File: src/rtl/mc_ctrl_fsm.sv
// rtl/mc_ctrl_fsm.sv - multi-cycle main control FSM for the single-ALU RISC-V datapath
//
// Sequences fetch, decode, execute, memory access and write-back, sharing one
// ALU for PC+4, address/branch-target calculation, arithmetic and BEQ compare.
// Optional feature macro: CTRL_RETIRE_CNT_EN adds a 32-bit retired-instruction
// counter output (retired_cnt); without it the port and counter are absent.
//
// Ports:
//   clk, rst_n      clock, asynchronous active-low reset
//   opcode[6:0]     instruction[6:0] from the IR
//   zero            ALU zero flag (used in BRANCH)
//   mem_ready       memory completes the current read/write this cycle
//   pc_en, pc_src   PC load enable / PC source (0 ALU result, 1 ALUOut)
//   i_or_d          memory address select (0 PC, 1 ALUOut)
//   mem_read/write  memory requests
//   ir_write        instruction register load
//   mem_to_reg      write-back source (0 ALUOut, 1 MDR)
//   reg_write       register file write enable
//   alu_src_a       0 PC, 1 rs1
//   alu_src_b[1:0]  00 rs2, 01 const 4, 10 immediate
//   alu_op[1:0]     00 add, 01 sub, 10 R-type funct, 11 I-type funct
//   trap            sticky illegal-opcode flag
//   state[3:0]      current state (debug)
//   retired_cnt     (CTRL_RETIRE_CNT_EN only) retired instruction count
module mc_ctrl_fsm (
  input  logic        clk,
  input  logic        rst_n,
  input  logic [6:0]  opcode,
  input  logic        zero,
  input  logic        mem_ready,
  output logic        pc_en,
  output logic        pc_src,
  output logic        i_or_d,
  output logic        mem_read,
  output logic        mem_write,
  output logic        ir_write,
  output logic        mem_to_reg,
  output logic        reg_write,
  output logic        alu_src_a,
  output logic [1:0]  alu_src_b,
  output logic [1:0]  alu_op,
  output logic        trap,
  output logic [3:0]  state
`ifdef CTRL_RETIRE_CNT_EN
  ,
  output logic [31:0] retired_cnt
`endif
);

  localparam logic [3:0] S_IDLE     = 4'd0;
  localparam logic [3:0] S_FETCH    = 4'd1;
  localparam logic [3:0] S_DECODE   = 4'd2;
  localparam logic [3:0] S_MEM_ADDR = 4'd3;
  localparam logic [3:0] S_MEM_RD   = 4'd4;
  localparam logic [3:0] S_MEM_WB   = 4'd5;
  localparam logic [3:0] S_MEM_WR   = 4'd6;
  localparam logic [3:0] S_EXEC     = 4'd7;
  localparam logic [3:0] S_ALU_WB   = 4'd8;
  localparam logic [3:0] S_BRANCH   = 4'd9;
  localparam logic [3:0] S_TRAP     = 4'd10;

  localparam logic [6:0] OP_LOAD   = 7'b0000011;
  localparam logic [6:0] OP_STORE  = 7'b0100011;
  localparam logic [6:0] OP_RTYPE  = 7'b0110011;
  localparam logic [6:0] OP_ITYPE  = 7'b0010011;
  localparam logic [6:0] OP_BRANCH = 7'b1100011;

  logic [3:0] state_q;
  logic [3:0] state_d;

  always_comb begin
    state_d = state_q;
    case (state_q)
      S_IDLE:     state_d = S_FETCH;
      S_FETCH:    if (mem_ready) state_d = S_DECODE;
      S_DECODE: begin
        case (opcode)
          OP_LOAD, OP_STORE:  state_d = S_MEM_ADDR;
          OP_RTYPE, OP_ITYPE: state_d = S_EXEC;
          OP_BRANCH:          state_d = S_BRANCH;
          default:            state_d = S_TRAP;
        endcase
      end
      // Only load/store reach MEM_ADDR, so anything not a store is a load.
      S_MEM_ADDR: state_d = (opcode == OP_STORE) ? S_MEM_WR : S_MEM_RD;
      S_MEM_RD:   if (mem_ready) state_d = S_MEM_WB;
      S_MEM_WB:   state_d = S_FETCH;
      S_MEM_WR:   if (mem_ready) state_d = S_FETCH;
      S_EXEC:     state_d = S_ALU_WB;
      S_ALU_WB:   state_d = S_FETCH;
      S_BRANCH:   state_d = S_FETCH;
      S_TRAP:     state_d = S_TRAP;
      default:    state_d = S_IDLE;
    endcase
  end

  always_ff @(posedge clk or negedge rst_n) begin
    if (!rst_n) begin
      state_q <= S_IDLE;
    end else begin
      state_q <= state_d;
    end
  end

  // Moore decode, except FETCH (pc_en/ir_write follow mem_ready) and
  // BRANCH (pc_en follows zero). Reset forces state_q to IDLE, so every
  // output drops asynchronously with rst_n.
  always_comb begin
    pc_en      = 1'b0;
    pc_src     = 1'b0;
    i_or_d     = 1'b0;
    mem_read   = 1'b0;
    mem_write  = 1'b0;
    ir_write   = 1'b0;
    mem_to_reg = 1'b0;
    reg_write  = 1'b0;
    alu_src_a  = 1'b0;
    alu_src_b  = 2'b00;
    alu_op     = 2'b00;
    trap       = 1'b0;
    case (state_q)
      S_FETCH: begin
        mem_read  = 1'b1;
        alu_src_b = 2'b01;
        ir_write  = mem_ready;
        pc_en     = mem_ready;
      end
      S_DECODE: begin
        alu_src_b = 2'b10;
      end
      S_MEM_ADDR: begin
        alu_src_a = 1'b1;
        alu_src_b = 2'b10;
      end
      S_MEM_RD: begin
        mem_read = 1'b1;
        i_or_d   = 1'b1;
      end
      S_MEM_WB: begin
        reg_write  = 1'b1;
        mem_to_reg = 1'b1;
      end
      S_MEM_WR: begin
        mem_write = 1'b1;
        i_or_d    = 1'b1;
      end
      S_EXEC: begin
        alu_src_a = 1'b1;
        if (opcode == OP_RTYPE) begin
          alu_src_b = 2'b00;
          alu_op    = 2'b10;
        end else begin
          alu_src_b = 2'b10;
          alu_op    = 2'b11;
        end
      end
      S_ALU_WB: begin
        reg_write = 1'b1;
      end
      S_BRANCH: begin
        alu_src_a = 1'b1;
        alu_op    = 2'b01;
        pc_src    = 1'b1;
        pc_en     = zero;
      end
      S_TRAP: begin
        trap = 1'b1;
      end
      default: begin
      end
    endcase
  end

  assign state = state_q;

`ifdef CTRL_RETIRE_CNT_EN
  logic [31:0] retired_cnt_q;
  logic        retire;

  assign retire = (state_q == S_MEM_WB) || (state_q == S_ALU_WB) ||
                  (state_q == S_BRANCH) ||
                  ((state_q == S_MEM_WR) && mem_ready);

  always_ff @(posedge clk or negedge rst_n) begin
    if (!rst_n) begin
      retired_cnt_q <= 32'd0;
    end else if (retire) begin
      retired_cnt_q <= retired_cnt_q + 32'd1;
    end
  end

  assign retired_cnt = retired_cnt_q;
`endif

endmodule

File: config.mk
export PLATFORM = sky130hd
export DESIGN_NAME = mc_ctrl_fsm
export DESIGN_NICKNAME = d
export VERILOG_FILES = /design/src/rtl/mc_ctrl_fsm.sv
export SDC_FILE = /design/constraint.sdc
export NUM_CORES = 1
export LEC_CHECK = 0
export ABC_AREA = 1
export CAP_MARGIN = 20
export CELL_PAD_IN_SITES_DETAIL_PLACEMENT = 0
export CELL_PAD_IN_SITES_GLOBAL_PLACEMENT = 2
export CORE_UTILIZATION = 27
export DETAILED_ROUTE_END_ITERATION = 7
export DONT_BUFFER_PORTS = 1
export PLACE_DENSITY_LB_ADDON = 0.1
export SLEW_MARGIN = 20
export SYNTH_ARGS = -nofsm -noshare
export SYNTH_HDL_FRONTEND = slang
export SYNTH_SLANG_ARGS = --single-unit
File: constraint.sdc
create_clock -name clk -period 3.4 [get_ports clk]
set_input_delay 0.17 -clock clk [delete_from_list [all_inputs] [get_ports clk]]
set_output_delay 0.17 -clock clk [all_outputs]
set_load 0.02 [all_outputs]
# [Word level (Yosys, flattened, before mapping)]
# Cells that the tools add are included.
[op_classes] bitwise=0 add_sub_neg=0 n_mux=20 n_lt_le_gt_ge=0 div_mod_pow=0 multipliers=0 n_reduce_logical=10 eq_ne=18 shift=0
[op_table] operator="$pmux W4 S8" n=1
[op_table] operator="$eq A4 B3 Y1 const B" n=4
[op_table] operator="$eq A7 B6 Y1 const B" n=2
[op_table] operator="$eq A4 B4 Y1 const B" n=3
[op_table] operator="$mux W4" n=3
[op_table] operator="$pmux W4 S3" n=1
[op_table] operator="$reduce_or A2 Y1" n=6
[op_table] operator="$mux W1" n=10
[op_table] operator="$eq A4 B2 Y1 const B" n=2
[op_table] operator="$eq A7 B2 Y1 const B" n=1
[op_table] operator="$eq A7 B5 Y1 const B" n=1
[op_table] operator="$eq A7 B7 Y1 const B" n=1
[op_table] operator="$ne A2 B2 Y1 const B" n=3
[op_table] operator="$pmux W2 S3" n=1
[op_table] operator="$eq A4 B1 Y1 const B" n=1
[op_table] operator="$logic_not A4 Y1" n=1
[op_table] operator="$mux W2" n=2
[op_table] operator="$pmux W2 S2" n=1
[op_table] operator="$reduce_or A4 Y1" n=1
[op_table] operator="$reduce_and A3 Y1" n=1
[op_table] operator="$reduce_or A3 Y1" n=1
[op_table] operator="$pmux W1 S2" n=1
[totals] n_memories=0 out_inout_bits=18 rom_bits=0 inputBits=11 latch_bits=0 wordCells=49 regBits=4 mem_bits_rw=0

# [Logic depth before layout (Yosys ltp)]
[depth] ltp_word=4 depth_mapped=8 ltp_nobuf=8

# [Least setup slack after synthesis]
# OpenSTA, ideal clock, no wires.
[synth_path] kind="reg2out" start="register state_q[1] (netlist: state[1])" end="output port alu_src_b[1]" required_time_ns=3.230 path_buffers=0 path_stages_with_launch=5 arrival_time_ns=1.384 slack_ns=1.846 cell_sequence="dfrtp_1 nand2_1 nor2_1 nand2_1 o21ai_1"
[synth_between] elab_chain_cells=3 word_cells_on_any_way=6 classes_between="4 x eq/ne; 1 x mux; 1 x reduce/logical"
[synth_lines] item="start, declared" line_no="68" rtl="logic [3:0] state_q;"
[synth_lines] item="start signal, assigned" line_no="101" rtl="state_q <= state_d;"
[synth_lines] item="$eq A4 B2 Y1" line_no="121" rtl="case (state_q)"
[synth_lines] item="$reduce_or A2 Y1 (no line)"
[synth_lines] item="$pmux W2 S3 (*)" line_no="121"
[synth_lines] item="end, declared" line_no="40" rtl="output logic [1:0] alu_src_b,"
# Mark *: on every way between the ends. The rest lies on a longest branch, timed or not.

# [Final worst setup path]
# Same ends and word-level chain as after synthesis.

==> metrics.cfg <==
[run]
max_cap_violations = 0

[sta]
finalCriticalPeriod_ns = 1.93
layout_worst_path_cycle_share_pct = 56.7
tns_ns = 0
slew-limit-headroom_pct = 53.5
drv_slew = 0
rsz0062_at_grt = no
finalClockSkew_ns = 0.00297
final-hold-violation-count = 0
maximum_achievable_frequency_mhz = 519
worstMarginPinSlew_ns = 0.692
setup_viol = 0

[grt]
grt_util_met1_pct = 19.0
global_route.usage.met3_pct = 2.13
grt_antenna_before_repair = 0
grt.overflow.total = 0
grt_pass1_vias = 467
gr-usage-all-layers_pct = 14.7
grt_max_degree = 9
gr-usage-met2_pct = 23.6
busiest_layer = met2
grt_first_pass_wirelength_um = 1970

[worst_setup_path]
r2r.worst_path.cells = 8
capture_instance_of_the_worst_register_to_register_path = state[2]
worstPathArrival_ns = 1.76
setup.worst_path.class = reg -> out
r2r_setup_slack_ns = 1.88
timing.critical_path.required_ns = 3.23
cp-end-kind = output pin
slowest_delay_ns = 0.57
setup.worst_path.start_class = flip-flop
rr_startpoint = state[3]
critical_path.max_fanout = 8
slowest_stage = sky130_fd_sc_hd__dfrtp_1
critical-path-top-delay-family = simple AND/OR/NAND/NOR gates
crit_path_frequent_cell = sky130_fd_sc_hd__nand2_1
timing.critical_path.cells = nand2_1, nor2_1, nand2_1, o21ai_1
timing.critical_path.buf_inv = 0

[die]
initial_core_util_pct = 29.5
num_rows = 14
core_area_um2 = 1540
i_o_pins = 29
die_w_um = 43.1
design.die.area_um2 = 1860
die_y_um = 43.1

[layout]
sequential_cell_area_um2 = 100
multi_input_area_um2 = 292
final_net_count = 99
area_growth_pct = 11.5
postLayoutCoreUtil_pct = 33.0
largest_register_ff_count = 4
antenna_cells = 0
final_layout_size_suffix_gt1_share_pct = 20.9
filler_cell_count = 184

[yosys]
synth.cells.most_frequent = 25 x sky130_fd_sc_hd__nand2_1, 13 x sky130_fd_sc_hd__inv_1, 12 x sky130_fd_sc_hd__nor2_1
synth_area_leader_cell = sky130_fd_sc_hd__dfrtp_1
yosysTopAreaCellShare_pct = 22.0
yosys_warnings = 0
postSynth.asyncResetShare_pct = 100
syn_inst = 82
number_of_storage_elements_in_the_synthesis_netlist = 4
ys.flop_type = sky130_fd_sc_hd__dfrtp_1
synth_sequential_area_ratio_pct = 22.0
synth.most_common_cell = sky130_fd_sc_hd__nand2_1
synth_area_um2 = 455
yosysUniqueCellTypes = 17
synth_fp_nets = 93
synth-edff-count = 0
leading_post_synthesis_cells_by_cell_area = sky130_fd_sc_hd__dfrtp_1 22%, sky130_fd_sc_hd__nand2_1 21%, sky130_fd_sc_hd__inv_1 11%
syn_avg_cell_area_um2 = 5.55

[route]
finalWirelength_um = 1230
drt_first_iter_violations = 9
drt-pass1-iter-count = 4
via_count = 498
drt_drc_violations_left = 0
drt-vias-per-instance = 4.88
detail_route.wl_per_cell_um = 12.1
antenna_left = 0

[power]
p_total_mw = 0.513
power.density_cell_area_nw_per_um2 = 1010
peakVddDrop_mv = 0.285
total_leakage_power_nw = 0.284

[placement]
final_wtd_congestion = 0.765
number_of_buffer_cells_added_on_primary_ports = 0
dp_hpwl_um = 1060

[clock_tree]
cts.sinks = 4
cts_repair_resize_count = 0
root_buffer_master = sky130_fd_sc_hd__clkbuf_4
clk_pin_slew_ns = 0.03
post-cts-setup-buffer-count = 0
clk_latency_ns = 0.23
cts_max_path_buffers = 2
ctsHtreeMaxLevel = 1
cts_tree = built
hold_buffers_post_cts = 1
tritoncts.num_buffers = 3

[outcome]
status = completed

[hold_path]
worst_hold_path.num_cells = 3
worst_hold_check_path_type = in -> reg
whs_endpoint = state[2]
timing.hold.worst.start = mem_ready

==> power by group <==
part | leakage (nW) | switching [mW] | internal [mW]
registers | 0.0513 | 0.0672 | 0.0689
logic | 0.219 | 0.236 | 0.0841
clock network | 0.0138 | 0.0178 | 0.0394
==> stage by stage <==
stage	std cells	cell area [µm²]	hold slack, ns	setup slack (ns)
final	102	508	0.145	1.47
after global routing	102	508	0.187	1.34
after CTS	102	508	0.142	1.46
after detailed placement	98	475	-0.126	1.70
after global placement	98	475	-0.126	1.70
after floorplan	82	455	-0.126	1.85
==> how the worst max path moves through the flow <==
stage | start | to | cells past startpoint
finish | state[1] | alu_src_b[1] | 4
global route | state[1] | alu_src_b[1] | 4
CTS | state[0] | alu_src_b[1] | 4
detailed placement | state[1] | alu_src_b[1] | 4
global placement | state[0] | alu_src_b[1] | 4
floorplan | state[1] | alu_src_b[1] | 4
==> final cells by class <==
cell class                      instances  share of cell area [%]
Clock buffer                            3                    4.43
Inverter                               17                    12.6
Multi-Input combinational cell         61                    57.4
Sequential cell                         4                    19.7
Tap cell                               16                    3.94
Timing Repair Buffer                    1                    1.97
==> placed cells by master, fill, tap and decap left out <==
cell	instances
sky130_fd_sc_hd__dlygate4sd3_1	1
sky130_fd_sc_hd__nor2_4	1
sky130_fd_sc_hd__o22ai_1	1
sky130_fd_sc_hd__inv_2	4
sky130_fd_sc_hd__nand2_1	25
sky130_fd_sc_hd__inv_1	13
sky130_fd_sc_hd__nor3_1	1
sky130_fd_sc_hd__nand3_1	4
sky130_fd_sc_hd__o31ai_1	2
sky130_fd_sc_hd__o211ai_1	1
sky130_fd_sc_hd__clkbuf_4	3
sky130_fd_sc_hd__nor2_2	5
sky130_fd_sc_hd__nand2_2	3
sky130_fd_sc_hd__dfrtp_1	4
sky130_fd_sc_hd__o21ai_1	2
sky130_fd_sc_hd__o21ai_0	2
sky130_fd_sc_hd__o21ai_2	1
sky130_fd_sc_hd__and2_4	1
sky130_fd_sc_hd__nor2_1	12
==> routing by layer <==
layer / vias up / wire, µm
met2: 19 / 572
li1: 258 / -
met3: 2 / 80
met1: 219 / 565
met4: 0 / 13
met5: - / 0
==> kinds of logic after synthesis <==
group,after synthesis,synth area share [%]
AND/OR/NAND/NOR,52,51.4
buffers and inverters,17,14.0
flip-flops,4,22.0
AO/OA/AOI/OAI,9,12.6
==> worst register-to-register path, delay by kind of cell, from the launching register on <==
kind / cells / cell delay, ns
AND/OR/NAND/NOR: 7 / 0.83
buffers and inverters: 1 / 0.11
flip-flops: 1 / 0.50
No activity file was read; power rests on OpenSTA's default activity.
